--- src/rtl/useq_ctrl.sv ---
`default_nettype none
// ============================================================================
//  Module   : useq_ctrl
//  Brief    : Microprogrammed control sequencer with a loadable control
//             store, loadable dispatch table, micro-subroutine return stack
//             and memory wait state. Drives the multicycle datapath controls.
//  Revision : 1.0 - initial release
// ============================================================================
module useq_ctrl #(
    parameter int CW_W    = 12,   // datapath control bits per microword
    parameter int ADDR_W  = 5,    // microaddress width
    parameter int KEY_W   = 4,    // dispatch key width, must be <= ADDR_W
    parameter int STACK_D = 4     // return-stack depth, >= 1
) (
    input  logic                     clk,
    input  logic                     reset,       // async, active-low
    input  logic                     run,
    input  logic [KEY_W-1:0]         disp_key,
    input  logic                     mem_ready,
    input  logic                     load_en,
    input  logic                     load_sel,
    input  logic [ADDR_W-1:0]        load_addr,
    input  logic [CW_W+ADDR_W+2:0]   load_data,
    output logic [CW_W-1:0]          ctrl,
    output logic [ADDR_W-1:0]        uaddr,
    output logic                     err
);

    localparam int UW    = CW_W + ADDR_W + 3;
    localparam int SPW   = $clog2(STACK_D + 1);
    // Stack storage is rounded up to a power of two so the pointer can index
    // it directly; entries at or beyond STACK_D are never written.
    localparam int STK_N = 1 << SPW;

    localparam logic [2:0]     c_SEQ   = 3'd0;
    localparam logic [2:0]     c_JMP   = 3'd1;
    localparam logic [2:0]     c_DISP  = 3'd2;
    localparam logic [2:0]     c_CALL  = 3'd3;
    localparam logic [2:0]     c_RET   = 3'd4;
    localparam logic [2:0]     c_WAIT  = 3'd5;
    localparam logic [2:0]     c_FETCH = 3'd6;
    localparam logic [SPW-1:0] c_SP_FULL = SPW'(STACK_D);

    logic [UW-1:0]     r_store [0:(1<<ADDR_W)-1];
    logic [ADDR_W-1:0] r_dtab  [0:(1<<KEY_W)-1];
    logic [ADDR_W-1:0] r_stack [0:STK_N-1];

    logic [ADDR_W-1:0] r_uaddr;
    logic [SPW-1:0]    r_sp;
    logic              r_err;

    logic [UW-1:0]     w_word;
    logic [2:0]        w_seq;
    logic [ADDR_W-1:0] w_next;
    logic [CW_W-1:0]   w_cw;
    logic [ADDR_W-1:0] w_inc;
    logic [SPW-1:0]    w_sp_dec;
    logic [ADDR_W-1:0] w_nxt_uaddr;
    logic [SPW-1:0]    w_nxt_sp;
    logic              w_push;
    logic              w_set_err;

    // Current microword fields; ctrl is purely combinational from uaddr.
    assign w_word   = r_store[r_uaddr];
    assign w_seq    = w_word[UW-1 -: 3];
    assign w_next   = w_word[CW_W +: ADDR_W];
    assign w_cw     = w_word[CW_W-1:0];
    assign w_inc    = r_uaddr + ADDR_W'(1);
    assign w_sp_dec = r_sp - SPW'(1);

    assign ctrl  = run ? w_cw : '0;
    assign uaddr = r_uaddr;
    assign err   = r_err;

    // Next-address, stack-pointer and error selection from the seq field.
    always_comb begin
        w_nxt_uaddr = w_inc;
        w_nxt_sp    = r_sp;
        w_push      = 1'b0;
        w_set_err   = 1'b0;
        case (w_seq)
            c_SEQ:   w_nxt_uaddr = w_inc;
            c_JMP:   w_nxt_uaddr = w_next;
            c_DISP:  w_nxt_uaddr = r_dtab[disp_key];
            c_CALL: begin
                // A full stack drops the return address but still jumps.
                w_nxt_uaddr = w_next;
                if (r_sp == c_SP_FULL) begin
                    w_set_err = 1'b1;
                end else begin
                    w_push   = 1'b1;
                    w_nxt_sp = r_sp + SPW'(1);
                end
            end
            c_RET: begin
                if (r_sp == '0) begin
                    w_nxt_uaddr = '0;
                    w_set_err   = 1'b1;
                end else begin
                    w_nxt_uaddr = r_stack[w_sp_dec];
                    w_nxt_sp    = w_sp_dec;
                end
            end
            c_WAIT:  w_nxt_uaddr = mem_ready ? w_inc : r_uaddr;
            c_FETCH: w_nxt_uaddr = '0;
            default: begin
                // Reserved encoding: refetch and flag the fault.
                w_nxt_uaddr = '0;
                w_set_err   = 1'b1;
            end
        endcase
    end

    // Sequencer state: async reset, halt forces a restart from address 0.
    always_ff @(posedge clk or negedge reset) begin
        if (!reset) begin
            r_uaddr <= '0;
            r_sp    <= '0;
            r_err   <= 1'b0;
        end else if (!run) begin
            r_uaddr <= '0;
            r_sp    <= '0;
        end else begin
            r_uaddr <= w_nxt_uaddr;
            r_sp    <= w_nxt_sp;
            r_err   <= r_err | w_set_err;
        end
    end

    // Return-address stack storage; contents survive reset.
    always_ff @(posedge clk) begin
        if (run && w_push) begin
            r_stack[r_sp] <= w_inc;
        end
    end

    // Control store and dispatch table writes, accepted only while halted.
    always_ff @(posedge clk) begin
        if (!run && load_en) begin
            if (!load_sel) begin
                r_store[load_addr] <= load_data;
            end else begin
                r_dtab[load_addr[KEY_W-1:0]] <= load_data[ADDR_W-1:0];
            end
        end
    end

endmodule
`default_nettype wire

--- config.mk ---
export PLATFORM = sky130hd
export DESIGN_NAME = useq_ctrl
export DESIGN_NICKNAME = d
export VERILOG_FILES = /design/src/rtl/useq_ctrl.sv
export SDC_FILE = /design/constraint.sdc
export NUM_CORES = 1
export LEC_CHECK = 0
export BUFFER_PORTS_ARGS = -buffer_cell sky130_fd_sc_hd__buf_4
export CORE_MARGIN = 2
export CORE_UTILIZATION = 59
export CTS_BUF_LIST = sky130_fd_sc_hd__clkbuf_4
export DETAILED_ROUTE_END_ITERATION = 8
export PLACE_DENSITY = 0.76
export SLEW_MARGIN = 20
export SYNTH_ARGS = -nofsm -noshare
export SYNTH_HDL_FRONTEND = slang
export SYNTH_SLANG_ARGS = --single-unit
--- constraint.sdc ---
create_clock -name clk -period 2.6 [get_ports clk]
set_input_delay 0.13 -clock clk [delete_from_list [all_inputs] [get_ports clk]]
set_output_delay 0.13 -clock clk [all_outputs]
set_load 0.01 [all_outputs]
Word level (Yosys, flattened, before mapping). Memory sizes are Yosys's and may differ from the RTL's. Cells that the tools add are included.

Bits in registers: 9. RAM bits: 760. Input bits: 35. Output and inout bits: 18. Word-level logic and storage cells: 51. Memories kept: 3.

$add $sub $neg: 3. Eq/ne operators: 11. Muxes and demuxes: 22. Bitwise operators: 1. Reduce and logical (&&, ||, !) cells: 8.

Memory list: r_store (depth 32, bits a word 20, read ports 1, clocked after Yosys merged registers in 0, write ports 1, line 44) `logic [UW-1:0] r_store [0:(1<<ADDR_W)-1];`; r_dtab (depth 16, bits a word 5, read ports 1, clocked after Yosys merged registers in 0, write ports 1, line 45) `logic [ADDR_W-1:0] r_dtab [0:(1<<KEY_W)-1];`; r_stack (depth 8, bits a word 5, read ports 1, clocked after Yosys merged registers in 0, write ports 1, line 46) `logic [ADDR_W-1:0] r_stack [0:STK_N-1];`.

Operators with widths (count): $pmux 5 s5 (1); $mux 5 (3); $eq 3x3->1 const B (4); $mux 1 (12); $mux 12 (1); $mux 3 (3); $ne 3x3->1 const B (3); $eq 3x2->1 const B (2); $logic_not 3->1 (2); $pmux 3 s2 (1); $add 5x1->5 const B (1); $reduce_or 5->1 (1); $add 3x1->3 const B (1); $eq 3x1->1 const B (1); $ne 3x1->1 const B (1); $pmux 1 s3 (1); $reduce_and 3->1 (1); $sub 3x1->3 const B (1); $logic_and 1x1->1 (2); $reduce_or 2->1 (1); $logic_not 1->1 (1); $or 1x1->1 (1).

Logic depth before layout (Yosys ltp). Gate-level depths: netlist of the first run.

Word-level depth: 6. Depth in mapped cells: 12. Depth with buffers taken out: 8.

Worst setup path after synthesis of the first run. Ideal clock, no wire load.

Path type: register to register. Start point: register r_uaddr[0], in the netlist uaddr[0]. End point: memory r_stack[5][0] (enable). Setup time: 0.381 ns. Arrival time: 2.510 ns. Required time: 2.219 ns. Slack: -0.291 ns. Stages on the path, launching flop included: 9. Buffers on the path: 2. Period minus slack after synthesis: 2.891 ns. Path through: dfrtp_1 > buf_6 > buf_12 > mux4_2 > mux2i_1 > a211o_2 > a21oi_1 > nand3_1 > nor4_1.

Cells in the longest elaborated chain, start to end: 6.

Ends and longest elaborated chain: start: declaration (line 48) `logic [ADDR_W-1:0] r_uaddr;`; start signal: assignment (line 124) `r_uaddr <= w_nxt_uaddr;`; $mem_v2 32x20; $eq 3x2->1 (line 81) `case (w_seq)`; $mux 1 (line 81); $logic_and 1x1->1 (line 132) `if (run && w_push) begin`; $mux 1 (line 132); $mux 1 (implied by the code) (line 133) `r_stack[r_sp] <= w_inc;`; end: declaration (line 46).

No other way between the ends.

Final worst setup path of the first run.
Start point: register r_uaddr[2], in the netlist uaddr[2]. End point: output port ctrl[0].

Cells in the longest elaborated chain, start to end: 2.

Ends and longest elaborated chain: $mem_v2 32x20; $mux 12 (line 71) `assign ctrl = run ? w_cw : '0;`; end: declaration (line 24) `output logic [CW_W-1:0] ctrl,`.

No other way between the ends.

==> qor.csv, run 1 <==
stage,metric,value,unit
status,status,finished with violations,
status,failed_checks,negative setup slack,
floorplanning,floorplan.rows,82,
worst_hold_path,whs_endpoint,r_store[28][17],
job,max_cap_violations,0,
layout,n_fill_cell,2826,
clock_tree,tritoncts.num_buffers,184,
worst_hold_path,timing.hold.worst.class,in2reg,
yosys,synth-async-reset-ratio,1.170,%
routing,detail-route-antenna-nets,0,
layout,nNetsFinal,1762,
critical_path,startpoint_type_of_the_worst_setup_path,flip-flop,
routing,route.detailed.drc,0,
yosys,synth_top_family_by_area,multiplexers,
sta,post-route-worst-setup-slack,-0.9380,ns
sta,slew_headroom,34.85,%
grt,grt_pass1_vias,16460,
floorplanning,starting_density_of_the_core,59.80,%
clock_tree,tritoncts,done,
yosys,synth_fa_ha_area_share,0.1665,%
clock_tree,worst_skew_pair.late_latency,1.05,ns
clock_tree,cts.root.buffer_cell,sky130_fd_sc_hd__clkbuf_4,
yosys,synth-compound-area-share,1.311,%
yosys,synthXorXnorAreaFrac,0.1457,%
floorplanning,ios,53,
clock_tree,cts-root-to-sink-buffers,3,
sta,grt_setup_unrepaired,yes,
floorplanning,core-area,50270,um^2
placement,post-place-cells,2106,
sta,clock_skew,0.07412,ns
placement,gpl.final_weighted_congestion,0.9386,
sta,post-route-period-util,136.1,%
yosys,synth-edff-count,760,
sta,fmax,282.6,MHz
power_and_ir_drop,power.density_cell_area,800.6,nW/um^2
routing,drt-initial-drc-count,2189,
power_and_ir_drop,worst_ir_drop_vdd,460.4,uV
yosys,post-synth-top-area-fraction,75.91,%
clock_tree,clock_sinks,769,
critical_path,crit_path_max_fanout,25,
sta,hold_viol_final,0,
routing,post_detailed_route_via_to_cell_ratio,6.394,
placement,detailedPlacementHpwl,39560,um
critical_path,worst-endpoint-required,2.47,ns
grt,globalRouteOverflowTotal,0,
layout,syn2layout_area_growth,20.74,%
yosys,synth_most_common_cell,sky130_fd_sc_hd__edfxtp_1,
yosys,synth-simple-area-share,2.410,%
yosys,synth.top_cells.by_count,"sky130_fd_sc_hd__edfxtp_1 (760), sky130_fd_sc_hd__mux4_2 (199), sky130_fd_sc_hd__nor2_1 (66)",
floorplanning,die_h,229.7,um
worst_hold_path,min_path_cells,2,
critical_path,path_class,reg2out,
yosys,postSynth.topFlopCell,sky130_fd_sc_hd__edfxtp_1,
yosys,muxShareOfSynthArea,17.94,%
grt,grt_use_total,28.58,%
yosys,synth.largest_area_cell,sky130_fd_sc_hd__edfxtp_1,
critical_path,setup.worst_path.end_class,output port,
placement,io_buffer_count,52,
yosys,syn-mean-instance-area,22.72,um^2
routing,detailedRoute.firstPassIterationCount,6,
critical_path,crit_arrival,3.41,ns
yosys,synthesis.yosys.warnings,0,
worst_hold_path,min-delay-start,load_data[17],
layout,final_non_filler_cells,2536,
sta,timing.final.max_slew_violations,0,
clock_tree,htree_num_levels,4,
yosys,synth.lib_cells_used.distinct,53,
critical_path,timing.rr.start,uaddr[0],
yosys,yosysSeqAreaShare,76.66,%
routing,via_count,16220,
routing,drt_wl_total,74550,um
sta,fin_crit,3.538,ns
critical_path,reg2reg_slack,-0.59,ns
sta,setup_viol,61,
layout,seqCellArea,23060,um^2
floorplanning,die-area,52780,um^2
placement,dp_slack,-0.2471,ns
floorplanning,chipWidth,229.7,um
yosys,synth_top_cells_by_area,"sky130_fd_sc_hd__edfxtp_1 (76%), sky130_fd_sc_hd__mux4_2 (15%), sky130_fd_sc_hd__mux2i_1 (1.8%)",
yosys,synth.net_count,1362,
yosys,ys_seq_elements,769,
sta,tns,-31.54,ns
grt,grt_max_degree,49,
clock_tree,clk_pin_slew,0.07,ns
critical_path,crit-reg2reg-capture,r_sp[2],
layout,multi_input_comb_area,7106,um^2
power_and_ir_drop,p_leak,11.79,nW
grt,grt_antenna_before_repair,3,
critical_path,rr_worst_depth,12,
yosys,post_synthesis_instance_area,30060,um^2
grt,grt_first_pass_wirelength,106700,um
yosys,synth_cells,1323,
layout,post_route_cells_drive_above_1_share,43.36,%
sta,max_slew.worst_pin.slew,0.9740,ns
routing,avgRoutedWirePerCell,29.40,um
power by group:
part | internal [mW] | switching, mW
clock | 4.92 | 4.72
combinational | 2.90 | 2.69
sequential | 13.8 | 0.0742
total | 21.6 | 7.48
metrics by stage:
| step | total power, mW | util, % | instance area (um^2) | hold WS [ns] |
|---|---|---|---|---|
| final | 29.06 | 72.20 | 36300 | 0.1106 |
| after global routing | 30.07 | 72.20 | 36300 | 0.08154 |
| after CTS | 28.46 | 71.05 | 35720 | 0.004337 |
| after detailed placement | 18.32 | 64.16 | 32260 | -0.03321 |
| after global placement | 18.23 | 64.16 | 32260 | -0.03449 |
| after floorplan | 16.99 | - | 30200 | -0.1656 |
layout by cell type, fill, tap and decap left out, types with 4 or more instances in the layout:
cell	n
sky130_fd_sc_hd__edfxtp_1	760
sky130_fd_sc_hd__clkbuf_4	261
sky130_fd_sc_hd__mux4_2	205
sky130_fd_sc_hd__buf_4	158
sky130_fd_sc_hd__dlygate4sd3_1	57
sky130_fd_sc_hd__clkinv_1	48
sky130_fd_sc_hd__mux2i_1	45
sky130_fd_sc_hd__nor2_1	33
sky130_fd_sc_hd__nor2_2	32
sky130_fd_sc_hd__buf_12	28
sky130_fd_sc_hd__nand2_1	22
sky130_fd_sc_hd__buf_6	21
sky130_fd_sc_hd__buf_16	8
sky130_fd_sc_hd__a22o_1	7
sky130_fd_sc_hd__nand3_1	6
sky130_fd_sc_hd__a22oi_1	6
sky130_fd_sc_hd__mux4_1	6
sky130_fd_sc_hd__mux2i_4	5
sky130_fd_sc_hd__mux2i_2	5
sky130_fd_sc_hd__nor2b_1	5
sky130_fd_sc_hd__nor3_1	5
sky130_fd_sc_hd__nor3_2	5
sky130_fd_sc_hd__a21oi_1	5
sky130_fd_sc_hd__nor3_4	5
sky130_fd_sc_hd__and3_1	5
sky130_fd_sc_hd__clkinv_2	5
sky130_fd_sc_hd__clkbuf_16	5
sky130_fd_sc_hd__inv_2	4
sky130_fd_sc_hd__nand2b_1	4
sky130_fd_sc_hd__nand4_1	4
sky130_fd_sc_hd__ha_1	4
sky130_fd_sc_hd__dfrtp_1	4
logic make-up (layout without fill, tap and decap cells):
group,count (synthesis),after routing
adders and majority gates,4,4
and+or+nand+nor,154,154
AOI/OAI and AO/OA,51,51
xor gates and xnor gates,5,5
muxes,270,270
buffers and inverters,70,608
other,0,3
DFF,769,769
how the worst max path moves through the flow:
stage | from | endpoint | slack (ns) | depth (start not counted)
floorplan | uaddr[0] | r_stack[1][0] | -0.05 | 9
global placement | uaddr[0] | r_stack[0][3] | -0.22 | 10
detailed placement | uaddr[0] | r_stack[3][1] | -0.25 | 10
CTS | uaddr[0] | ctrl[5] | -1.01 | 7
global route | uaddr[0] | ctrl[5] | -1.01 | 8
finish | uaddr[2] | ctrl[0] | -0.94 | 7
sequential cells by signal, indices dropped and copies added, names as in the netlist:
signal	count
err	1
r_sp	3
r_stack	40
r_store	640
r_dtab	80
uaddr	5
critical path, stage by stage (launching register included):
cell                      delay [ns]
sky130_fd_sc_hd__dfrtp_2        0.41
sky130_fd_sc_hd__buf_4          0.29
sky130_fd_sc_hd__buf_6          0.41
sky130_fd_sc_hd__buf_4          0.36
sky130_fd_sc_hd__mux4_2         0.39
sky130_fd_sc_hd__mux2i_1        0.19
sky130_fd_sc_hd__nor2_1         0.10
sky130_fd_sc_hd__buf_4          0.16
layout make-up:
cell class / instances / share of cell area [%]
antenna: 3 / 0.02068
clock buffer: 261 / 5.398
clock inverter: 63 / 0.9479
inverter: 5 / 0.05170
multi-input combinational: 484 / 19.58
sequential: 769 / 63.52
tap: 672 / 2.316
timing repair buffer: 279 / 8.166
routing by layer:
metal  GRT usage (%)  vias up  share of wire [%]
met5               0        -              0.020
met4           9.718        2                3.0
met3           8.519      177                 11
met1           38.62     8347                 36
met2           45.34     1107                 50
li1                -     6583                  -
timing repair:
item / 4_1_cts / 5_1_grt
hold buffers: 57 / 0
pin swaps: 3 / 25
setup endpoints to repair: 62 / 61
resized for setup: 69 / 69
cloned: 6 / 5
endpoints found under the hold margin: 1488 / 0
setup buffers: 13 / 24
(Power assumes the default switching activity.)
==> inputs of run 2 (changes only) <==
- CORE_UTILIZATION: 59 -> 45
- PLACE_DENSITY: 0.76 -> default
- PLACE_DENSITY_LB_ADDON: default -> 0.1
==> qor.csv, run 2 (synthesized netlist as in run 1, its figures left out) <==
stage,metric,value,unit
floorplanning,core-area,65980,um^2
grt,globalRouteOverflowTotal,0,
layout,number_of_flip_flops_in_the_largest_register,640,
critical_path,reg2reg_slack,-0.41,ns
layout,nNetsFinal,1772,
grt,gr-usage-met3,5.154,%
clock_tree,clock_sinks,769,
routing,drt_wl_total,77340,um
power_and_ir_drop,clock_power_share,34.6,%
critical_path,crit-reg2reg-capture,r_stack[0][3],
clock_tree,htree_num_levels,4,
layout,regMostFlops,r_store,
layout,multi_input_comb_area,7154,um^2
grt,grt_pass1_vias,16260,
grt,grt_first_pass_wirelength,110800,um
critical_path,crit_path_max_fanout,7,
routing,via_count,15590,
routing,route.detailed.drc,0,
layout,final_non_filler_cells,2740,
sta,post-route-period-util,137.0,%
sta,hold_viol_final,0,
critical_path,path_class,reg2out,
sta,slew_headroom,29.79,%
sta,setup_viol,61,
layout,syn2layout_area_growth,22.45,%
critical_path,worst-endpoint-required,2.47,ns
power_and_ir_drop,power.density_cell_area,796.1,nW/um^2
sta,fin_crit,3.562,ns
layout,n_fill_cell,5055,
worst_hold_path,timing.hold.worst.class,in2reg,
clock_tree,tritoncts.num_buffers,197,
placement,detailedPlacementHpwl,43400,um
power_and_ir_drop,switching_share,25.32,%
clock_tree,tritoncts,done,
clock_tree,cts.root.buffer_cell,sky130_fd_sc_hd__clkbuf_4,
floorplanning,die_h,262.5,um
power_and_ir_drop,worst_ir_drop_vdd,417.0,uV
routing,drt-initial-drc-count,1385,
grt,grt_antenna_before_repair,5,
worst_hold_path,min_path_cells,2,
critical_path,crit_arrival,3.43,ns
grt,grt_use_total,22.77,%
routing,detail-route-antenna-nets,0,
power_and_ir_drop,comb_power_share,18.2,%
routing,post_detailed_route_via_to_cell_ratio,5.689,
worst_hold_path,whs_endpoint,r_store[11][18],
critical_path,rr_worst_depth,13,
placement,dpl-instance-area,32780,um^2
floorplanning,floorplan.rows,94,
clock_tree,clk_pin_slew,0.07,ns
grt,most_crowded_layer_gr,met2,
sta,fmax,280.7,MHz
grt,grt_util_met1,31.01,%
placement,io_buffer_count,52,
floorplanning,starting_density_of_the_core,45.56,%
grt,grt.met2_usage,36.77,%
power_and_ir_drop,power_frac_seq,47.2,%
power_and_ir_drop,p_leak,11.87,nW
power_and_ir_drop,netSwitchingPower,7.422,mW
critical_path,startpoint_type_of_the_worst_setup_path,flip-flop,
floorplanning,die-area,68890,um^2
placement,post-place-cells,2305,
sta,post-route-worst-setup-slack,-0.9620,ns
sta,max_slew.worst_pin.slew,1.050,ns
power_and_ir_drop,cell_internal_pwr,21.89,mW
critical_path,setup.worst_path.end_class,output port,
routing,avgRoutedWirePerCell,28.23,um
critical_path,timing.rr.start,uaddr[0],
grt,grt_max_degree,49,
worst_hold_path,min-delay-start,load_data[18],
clock_tree,cts-root-to-sink-buffers,3,
job,max_cap_violations,0,
routing,detailedRoute.firstPassIterationCount,5,
layout,post_route_cells_drive_above_1_share,44.03,%
layout,design_area,36810,um^2
placement,gpl.final_weighted_congestion,0.7800,
sta,timing.final.max_slew_violations,0,
sta,grt_setup_unrepaired,yes,
status,failed_checks,negative setup slack,
status,status,finished with violations,
clock_tree,worst_skew_pair.late_latency,1.06,ns
layout,final_cell_mix,"sky130_fd_sc_hd__edfxtp_1 (760), sky130_fd_sc_hd__clkbuf_4 (286), sky130_fd_sc_hd__mux4_2 (203)",
floorplanning,ios,53,
floorplanning,chipWidth,262.5,um
layout,layout_commonest_cell,sky130_fd_sc_hd__edfxtp_1,
layout,seqCellArea,23060,um^2
sta,clock_skew,0.06428,ns
==> run 2: changes by cell type in the layout (fill, tap and decap cells not counted), moves of 8 or more <==
cell / previous run / this run
sky130_fd_sc_hd__clkbuf_4: 261 / 286
sky130_fd_sc_hd__nor2_2: 32 / 1
sky130_fd_sc_hd__buf_4: 158 / 148
sky130_fd_sc_hd__nor2_4: 2 / 31
sky130_fd_sc_hd__clkinv_1: 48 / 25
sky130_fd_sc_hd__buf_12: 28 / 36
==> run 2: layout make-up <==
type / instances / share of cell area, %
antenna: 9 / 0.06118
clock buffer: 286 / 5.832
clock inverter: 47 / 0.8327
inverter: 5 / 0.05098
multi-input combinational: 484 / 19.43
sequential: 769 / 62.63
tap: 864 / 2.936
timing repair buffer: 276 / 8.218
==> run 2: through the flow <==
stage	setup WS [ns]	hold slack, ns	power (mW)	util, %	TNS [ns]
3_5_place_dp	-0.3897	-0.02245	18.45	49.68	-12.26
2_1_floorplan	-0.05213	-0.1656	16.99	-	-0.6316
5_1_grt	-1.123	0.01037	30.55	55.80	-33.47
6_report	-0.9620	0.09872	29.31	55.80	-27.28
4_1_cts	-1.078	0.004451	29.35	55.26	-28.76
3_3_place_gp	-0.3620	-0.02444	18.40	49.68	-11.70
==> run 2: power by group through the flow <==
stage / logic, mW / registers [mW] / clock network (mW)
6_report: 5.34 / 13.8 / 10.1
4_1_cts: 5.06 / 13.8 / 10.5
5_1_grt: 5.66 / 13.8 / 11.1
3_5_place_dp: 4.36 / 14.1 / 0
2_1_floorplan: 2.92 / 14.1 / 0
3_3_place_gp: 4.32 / 14.1 / 0
==> run 2: timing repair <==
item | 4_1_cts | 5_1_grt
buffers inserted | 19 | 10
hold buffers | 57 | 0
endpoints found under the hold margin | 1357 | 0
endpoints found under the setup margin | 61 | 61
cloned | 6 | 2
pin swaps | 9 | 12
gates resized for setup | 73 | 46
==> run 2: critical path: stages, from the launching register on <==
cell                      delay [ns]
sky130_fd_sc_hd__dfrtp_4        0.51
sky130_fd_sc_hd__buf_12         0.15
sky130_fd_sc_hd__buf_16         0.14
sky130_fd_sc_hd__buf_12         0.12
sky130_fd_sc_hd__mux4_2         0.42
sky130_fd_sc_hd__mux4_2         0.50
sky130_fd_sc_hd__mux2i_1        0.19
sky130_fd_sc_hd__buf_4          0.16
sky130_fd_sc_hd__nor2_4         0.04
sky130_fd_sc_hd__buf_6          0.12
==> run 2: routing by layer <==
layer  part of all wire [%]  routed length [um]
met5                  0.035                  27
met2                     50               38550
met4                    1.9                1431
met1                     43               33030
met3                    5.6                4296
==> run 2: worst max path at each step <==
stage	depth (start not counted)	start	end	slack (ns)
6_report	9	uaddr[0]	ctrl[6]	-0.96
5_1_grt	8	uaddr[0]	ctrl[11]	-1.12
4_1_cts	9	uaddr[0]	ctrl[6]	-1.08
3_5_place_dp	9	uaddr[0]	uaddr[0]	-0.39
3_3_place_gp	9	uaddr[0]	uaddr[0]	-0.36
2_1_floorplan	9	uaddr[0]	r_stack[1][0]	-0.05
